## src/rtl/ct_split_fifo.sv

```systemverilog
// ct_split_fifo: buffered multicast split node.
// Flow-table lookup forks each accepted beat into per-output FIFOs.
module ct_split_fifo #(
    parameter int unsigned            NO           = 2,
    parameter int unsigned            WO           = 32,
    parameter int unsigned            NF           = 2,
    parameter int unsigned            WF           = 4,
    parameter logic [NF*WF-1:0]       FLOWS        = '0,
    parameter logic [NF*NO-1:0]       ENABLES      = '0,
    parameter int unsigned            FLOW_LOC     = 0,
    parameter int unsigned            DEPTH        = 2,
    parameter bit                     DROP_UNKNOWN = 1'b1,
    parameter int unsigned            CW           = 16
) (
    input  logic            clk,
    input  logic            reset_n,
    input  logic [WO-1:0]   i_data,
    input  logic            i_valid,
    output logic            o_ready,
    output logic [NO*WO-1:0] o_data,
    output logic [NO-1:0]   o_valid,
    input  logic [NO-1:0]   i_ready,
    output logic [CW-1:0]   o_drop_count,
    output logic            o_unknown
);

    localparam int unsigned AW = $clog2(DEPTH);
    localparam logic [AW:0] CNT_FULL = (AW+1)'(DEPTH);

    logic [WF-1:0] fid;
    logic [NO-1:0] mask;
    logic [NO-1:0] full;
    logic          hit;
    logic          accept;
    logic          drop;
    logic [CW-1:0] drop_q, drop_d;
    logic          unk_q, unk_d;

    assign fid = i_data[FLOW_LOC +: WF];

    // Flow lookup: scan high to low so the lowest matching index wins.
    always_comb begin
        hit  = 1'b0;
        mask = '0;
        for (int k = NF - 1; k >= 0; k--) begin
            if (FLOWS[WF*k +: WF] == fid) begin
                hit  = 1'b1;
                mask = ENABLES[NO*k +: NO];
            end
        end
        if (!hit) begin
            mask = DROP_UNKNOWN ? '0 : '1;
        end
    end

    assign o_ready = &(~mask | ~full);
    assign accept  = i_valid & o_ready;
    assign drop    = accept & (mask == '0);

    for (genvar g = 0; g < NO; g++) begin : g_out
        logic [WO-1:0] mem_q [DEPTH];
        logic [AW-1:0] wr_q, wr_d, rd_q, rd_d;
        logic [AW:0]   cnt_q, cnt_d;
        logic          push, pop;

        assign full[g]    = (cnt_q == CNT_FULL);
        assign o_valid[g] = (cnt_q != '0);
        assign push       = accept & mask[g];
        assign pop        = o_valid[g] & i_ready[g];
        assign o_data[g*WO +: WO] = mem_q[rd_q];

        // Pointer and occupancy next-state; pointers wrap naturally.
        always_comb begin
            wr_d  = wr_q;
            rd_d  = rd_q;
            cnt_d = cnt_q;
            if (push) wr_d = wr_q + 1'b1;
            if (pop)  rd_d = rd_q + 1'b1;
            if (push && !pop) cnt_d = cnt_q + 1'b1;
            else if (pop && !push) cnt_d = cnt_q - 1'b1;
        end

        // FIFO control state; reset flushes buffered beats.
        always_ff @(posedge clk or negedge reset_n) begin
            if (!reset_n) begin
                wr_q  <= '0;
                rd_q  <= '0;
                cnt_q <= '0;
            end else begin
                wr_q  <= wr_d;
                rd_q  <= rd_d;
                cnt_q <= cnt_d;
            end
        end

        // Storage is left unreset; occupancy guards every read.
        always_ff @(posedge clk) begin
            if (push) mem_q[wr_q] <= i_data;
        end
    end

    // Saturating drop counter and unknown-flow pulse.
    always_comb begin
        drop_d = drop_q;
        unk_d  = accept & ~hit;
        if (drop && (drop_q != '1)) drop_d = drop_q + 1'b1;
    end

    // Drop statistics registers.
    always_ff @(posedge clk or negedge reset_n) begin
        if (!reset_n) begin
            drop_q <= '0;
            unk_q  <= 1'b0;
        end else begin
            drop_q <= drop_d;
            unk_q  <= unk_d;
        end
    end

    assign o_drop_count = drop_q;
    assign o_unknown    = unk_q;

endmodule

```

## config.mk

```make
export PLATFORM = sky130hd
export DESIGN_NAME = ct_split_fifo
export DESIGN_NICKNAME = d
export VERILOG_FILES = /design/src/rtl/ct_split_fifo.sv
export SDC_FILE = /design/constraint.sdc
export NUM_CORES = 1
export LEC_CHECK = 0
export BUFFER_PORTS_ARGS = -buffer_cell sky130_fd_sc_hd__buf_2
export CAP_MARGIN = 20
export CELL_PAD_IN_SITES_DETAIL_PLACEMENT = 1
export CELL_PAD_IN_SITES_GLOBAL_PLACEMENT = 1
export CORE_AREA = 2 2 79 81
export DETAILED_ROUTE_END_ITERATION = 10
export DIE_AREA = 0 0 81 83
export GPL_ROUTABILITY_DRIVEN = 0
export GPL_TIMING_DRIVEN = 0
export PLACE_DENSITY_LB_ADDON = 0.2
export SLEW_MARGIN = 0
export SYNTH_ARGS = -nofsm -noshare
export SYNTH_HDL_FRONTEND = slang
export SYNTH_SLANG_ARGS = --single-unit
```

## constraint.sdc

```tcl
create_clock -name clk -period 2.1 [get_ports clk]
set_clock_uncertainty 0.15 [all_clocks]
set_input_delay 0.21 -clock clk [delete_from_list [all_inputs] [get_ports clk]]
set_output_delay 0.21 -clock clk [all_outputs]
set_load 0.005 [all_outputs]
```

==> results.yml, run 1 <==
run_status:
  outcome: "finished clean"
synth:
  synth-simple-area-share: 0.146
  synth_top_area_share: 0.339
  async_flop_share: 1.00
  ys_top_cells_by_area: "dfrtp_1 34%, buf_4 32%, xnor2_1 3.4%"
  yosysWarnings: 0
  syn-cell-area_sq_um: 1550
  ys_ff_latch: 21
  synth_commonest_cells: "65 x buf_4, 21 x dfrtp_1, 13 x nand2_1, 8 x inv_1, 8 x nor2_1"
  ys.flop_type: "dfrtp_1"
  synth_most_common_cell: "buf_4"
  synth_fa_ha_area_frac: 0.0242
  ys_seq_area_frac: 0.339
  netlist_instances: 166
  synth_top_family_by_area: "buffers and inverters"
  synth_edf_count: 0
  synth_xor_area_frac: 0.0622
  ys_types: 30
  avgSynthCellArea_sq_um: 9.33
  synth_compound_area_frac: 0.0574
  yosysTopAreaCell: "dfrtp_1"
  synthMuxAreaShare: 0.0315
timing:
  fin_crit_sh: 0.908
  fin_setup_tns_ns: 0
  fmax_mhz: 524
  hold_ws_ns: 0.0270
  finalSetupViolCount: 0
  layout_min_cycle_time_ns: 1.91
  relSlewSlack: 0.664
  hold_viol: 0
  slew_viol_final: 0
  rsz0062_at_grt: "false"
  worstMarginPinSlew_ns: 0.502
power:
  peakVddDrop_v: 0.000324
  power_mw: 1.22
  power_switching_mw: 0.397
  p_seq_frac: 0.472
  p_clk_frac: 0.214
  swShare: 0.327
  p_comb_frac: 0.314
  leakage_nw: 1.22
  p_int_mw: 0.819
  power_density_nw_per_um2: 586
finish:
  n_antenna_cell: 0
  drive_gt1_frac: 0.391
  nets: 302
  syn2layout_area_growth_pct: 33.9
  design_area_sq_um: 2070
grt:
  grt_max_degree: 22
  grtUsageTotal: 0.0923
  grt_pass1_vias: 1163
  grt_overflow: 0
  grt_pass1_wl_mm: 5.01
  antenna_found_initial: 0
die:
  core_area_sq_um: 5820
  initial_core_util: 0.266
  std_cell_rows: 28
  die_area_sq_um: 6720
  io_pins: 121
  die_w_um: 81
  die_h_um: 83
clock_tree:
  cts_buffer_depth: 2
  clkTransAtPathRegs_ns: 0.07
  clock_tree.root_cell: "clkbuf_8"
  tritoncts: "built"
  cts_buffers: 3
  clk_latency_ns: 0.25
  h-tree-depth: 1
  clock-sinks: 21
worst_setup_path:
  r2r_setup_slack_ns: 0.19
  rr_endpoint: "o_drop_count[1]"
  cp-endpoint: "o_drop_count[1]"
  cp_max_fo: 7
  crit_path_start: "o_drop_count[13]"
  cp-end-kind: "register"
  rr_startpoint: "o_drop_count[13]"
  required_ns: 2.09
  worstPathArrival_ns: 1.90
  r2r.worst_path.cells: 3
  cp-start-kind: "register"
  crit_type: "register to register"
drt:
  finalWirelength_mm: 3.02
  ant_nets: 0
  first_pass_iters: 4
  num_vias: 1195
  drtIter0Drc: 25
  wl_per_cell_um: 8.97
  route.detailed.drc: 0
  avgViaCountPerCell: 3.56
placement:
  portBuffers: 27
  place_hpwl_mm: 2.53
  placed_area_sq_um: 2010
run:
  drv_cap: 0
min_path:
  min_path_type: "input pin to register"
==> registers in the layout, indices dropped and copies added, names as in the netlist <==
| register | count |
|---|---|
| g_out.cnt_q | 4 |
| o_drop_count | 16 |
| o_unknown | 1 |
==> power groups by stage <==
| stage | logic [mW] | clock network (mW) | registers, mW |
|---|---|---|---|
| 2_1_floorplan | 0.255 | 0 | 0.569 |
| 3_3_place_gp | 0.374 | 0 | 0.578 |
| 3_5_place_dp | 0.382 | 0 | 0.583 |
| 4_1_cts | 0.385 | 0.280 | 0.577 |
| 5_1_grt | 0.435 | 0.289 | 0.593 |
| 6_report | 0.382 | 0.260 | 0.574 |
==> timing repair <==
action / in CTS / in global routing
gates resized for setup: 0 / 1
hold buffers: 1 / 0
buffers inserted: 0 / 0
setup endpoints to repair: 0 / 1
hold endpoints to repair: 21 / 0
==> worst min path at each step <==
stage / depth (start not counted) / slack (ns) / from / end
2_1_floorplan: 0 / -0.24 / reset_n / g_out[0].cnt_q[0]
3_3_place_gp: 1 / 0.06 / reset_n / g_out[0].cnt_q[0]
3_5_place_dp: 1 / 0.05 / reset_n / g_out[0].cnt_q[0]
4_1_cts: 2 / 0.02 / i_data[2] / o_unknown
5_1_grt: 2 / 0.03 / i_data[2] / o_unknown
6_report: 2 / 0.03 / i_data[2] / o_unknown
==> stage by stage <==
step	cells	utilization	setup slack (ns)
floorplan	229	-	0.371
global placement	331	0.346	0.140
detailed placement	331	0.346	0.161
CTS	336	0.356	0.150
global route	336	0.357	0.0547
finish	336	0.357	0.193
==> cell type report <==
type	count	area, sq um
Clock buffer	4	45.0
Multi-Input combinational cell	135	747
Tap cell	75	93.8
Buffer	65	488
Inverter	8	30.0
Timing Repair Buffer	28	145
Fill cell	740	3740
Sequential cell	21	526
==> cell usage in the layout, fill, tap and decap left out, drive strengths merged <==
cell type     n
o41a          1
mux2          4
conb         65
and4          1
o21ai         4
nand2b        1
nor4          3
nand3         3
dfrtp        21
o311ai        1
clkbuf        4
nand2        13
o31a          1
o41ai         1
dlygate4sd3   1
nand4         6
o21a          1
and3          2
xor2          5
nor3          3
a21oi         1
buf          92
inv           8
or3           1
xnor2         6
nor2          8
ha            3
and2          1
==> worst max-delay path, cell delays in order, from the launching register on <==
cell and delay [ns]:
dfrtp_1 0.44, nand4_2 0.26, o41ai_4 0.60, mux2_4 0.34
==> metal layers <==
metal,GRT usage,vias to the layer above,share of wire,wire length (um)
li1,-,609,-,-
met1,0.108,534,0.41,1240
met2,0.160,50,0.49,1480
met3,0.0326,2,0.093,280
met4,0.0185,0,0.0046,14
met5,0,-,0,0
==> kinds of logic (layout without fill, tap and decap cells) <==
kind of cell,count (synthesis),count (layout)
buf+inv,73,105
simple gates,42,42
flops,21,21
xor+xnor,11,11
compound gates,10,10
mux,4,4
fa+ha+maj,3,3
other cells,2,65
Note: power is estimated with default switching activity, not from simulation.
==> run 2: changes to the inputs <==
Settings changed: MAX_ROUTING_LAYER set to met4, REMOVE_ABC_BUFFERS set to 1.
==> run 2 against run 1 <==
  * First-iteration DRC count down 32%
  * Critical path depth unchanged
  * Die area unchanged
  * Worst setup slack worse by 0.045 ns
  * Global-route usage down 0.66 points
  * Fmax down 2.3%
  * Utilization down 8.4 points
  * Sequential share of layout area up 7.8 points
  * Flip-flop and latch count unchanged
  * Power down 6.7%
  * Routed wire length down 6.1%
==> results.yml, run 2 (same netlist as run 1, synthesis figures left out) <==
finish:
  largest_reg_flops: 16
  final_common_cell: "conb_1"
  nets: 237
  n_antenna_cell: 0
  drive_gt1_frac: 0.194
  layout_common_cells: "65 x conb_1, 27 x buf_2, 21 x dfrtp_1"
  stdcell_count: 271
  syn2layout_area_growth_pct: 2.50
  final_util: 0.273
worst_setup_path:
  path_buf_inv: 0
  critPathTopFamily: "compound AO/OA/AOI/OAI gates"
  required_ns: 2.11
  crit_path_start: "o_drop_count[13]"
  rr_endpoint: "o_drop_count[1]"
  crit_chain: "nand4_2, o41ai_4, mux2_4"
  worstPathArrival_ns: 1.96
  cp_max_fo: 7
  cpPeakStageDelay_ns: 0.62
  timing.critical_path.slowest_stage_cell: "o41ai_4"
  r2r.worst_path.cells: 3
  cp-end-kind: "register"
  r2r_setup_slack_ns: 0.15
  rr_startpoint: "o_drop_count[13]"
  cp-start-kind: "register"
  crit_type: "register to register"
grt:
  grt_max_degree: 22
  grt_overflow: 0
  grt_pass1_vias: 898
  antenna_found_initial: 0
  grt_pass1_wl_mm: 4.44
  grtUsageTotal: 0.0857
drt:
  num_vias: 1013
  wl_per_cell_um: 10.4
  finalWirelength_mm: 2.83
  drtIter0Drc: 17
  first_pass_iters: 3
  route.detailed.drc: 0
  ant_nets: 0
  avgViaCountPerCell: 3.74
power:
  swShare: 0.348
  p_comb_frac: 0.249
  peakVddDrop_v: 0.000385
  p_int_mw: 0.740
  p_seq_frac: 0.506
  power_density_nw_per_um2: 714
  leakage_nw: 0.873
  p_clk_frac: 0.245
  power_switching_mw: 0.395
clock_tree:
  clock_tree.root_cell: "clkbuf_8"
  tritoncts: "built"
  post_cts_buffers: 0
  clkTransAtPathRegs_ns: 0.08
  clk_latency_ns: 0.27
  cts_buffer_depth: 2
  clock-sinks: 21
  cts_buffers: 3
  h-tree-depth: 1
placement:
  place_hpwl_mm: 2.18
  portBuffers: 27
  dp_cells: 266
run_status:
  outcome: "finished clean"
timing:
  fin_crit_sh: 0.930
  fin_setup_tns_ns: 0
  worstMarginPinSlew_ns: 0.527
  rsz0062_at_grt: "false"
  slew_viol_final: 0
  relSlewSlack: 0.648
  hold_viol: 0
  fmax_mhz: 512
  layout_min_cycle_time_ns: 1.95
  finalSetupViolCount: 0
min_path:
  hold_path_depth: 2
  min_path_type: "input pin to register"
  holdPathEnd: "o_unknown"
  hp-start: "i_data[2]"
die:
  std_cell_rows: 28
  die_h_um: 83
  die_area_sq_um: 6720
  die_w_um: 81
  core_area_sq_um: 5820
  initial_core_util: 0.266
  io_pins: 121
run:
  drv_cap: 0
[run 2: cell count changes in the layout (fill, tap and decap cells not counted)]
cell      change
buf_4        -65
clkbuf_1      -1
clkinv_2      +1
[run 2: routing by layer]
layer / vias up / share of wire / GRT usage
met4: 0 / 0.0039 / 0.00924
met3: 2 / 0.10 / 0.0293
met5: - / 0 / -
met1: 469 / 0.46 / 0.122
li1: 476 / - / -
met2: 66 / 0.44 / 0.122
[run 2: repair_timing]
item                       CTS  global route
hold buffers                 1             0
hold endpoints to repair    21             0
gates resized for setup      0             1
setup endpoints to repair    0             1
[run 2: stage by stage]
| stage | hold WS (ns) | instance area, sq um | setup slack (ns) | power (mW) |
|---|---|---|---|---|
| after floorplan | -0.236 | 1300 | 0.371 | 0.736 |
| after detailed placement | 0.0621 | 1530 | 0.130 | 0.867 |
| final | 0.00676 | 1590 | 0.148 | 1.13 |
| after CTS | 0.00507 | 1580 | 0.104 | 1.16 |
| after global routing | 0.00945 | 1590 | 0.00888 | 1.23 |
| after global placement | 0.0584 | 1530 | 0.123 | 0.868 |
[run 2: worst max path at each step]
stage / depth (start not counted) / end / slack [ns]
after floorplan: 3 / o_drop_count[1] / 0.37
after global placement: 5 / o_drop_count[14] / 0.12
after detailed placement: 5 / o_drop_count[14] / 0.13
after CTS: 5 / o_drop_count[14] / 0.10
after global routing: 3 / o_drop_count[1] / 0.009
final: 3 / o_drop_count[1] / 0.15
[run 2: layout make-up]
class                           count  area [sq um]
Clock buffer                        3          41.3
Clock inverter                      1          5.00
Fill cell                         728          4230
Inverter                            8          30.0
Multi-Input combinational cell    135           747
Sequential cell                    21           526
Tap cell                           75          93.8
Timing Repair Buffer               28           145
[run 2: power by group through the flow]
| stage | Combinational [mW] | Clock (mW) | Sequential [mW] |
|---|---|---|---|
| finish | 0.283 | 0.277 | 0.574 |
| floorplan | 0.167 | 0 | 0.569 |
| global route | 0.325 | 0.314 | 0.593 |
| detailed placement | 0.284 | 0 | 0.583 |
| CTS | 0.286 | 0.293 | 0.577 |
| global placement | 0.283 | 0 | 0.585 |
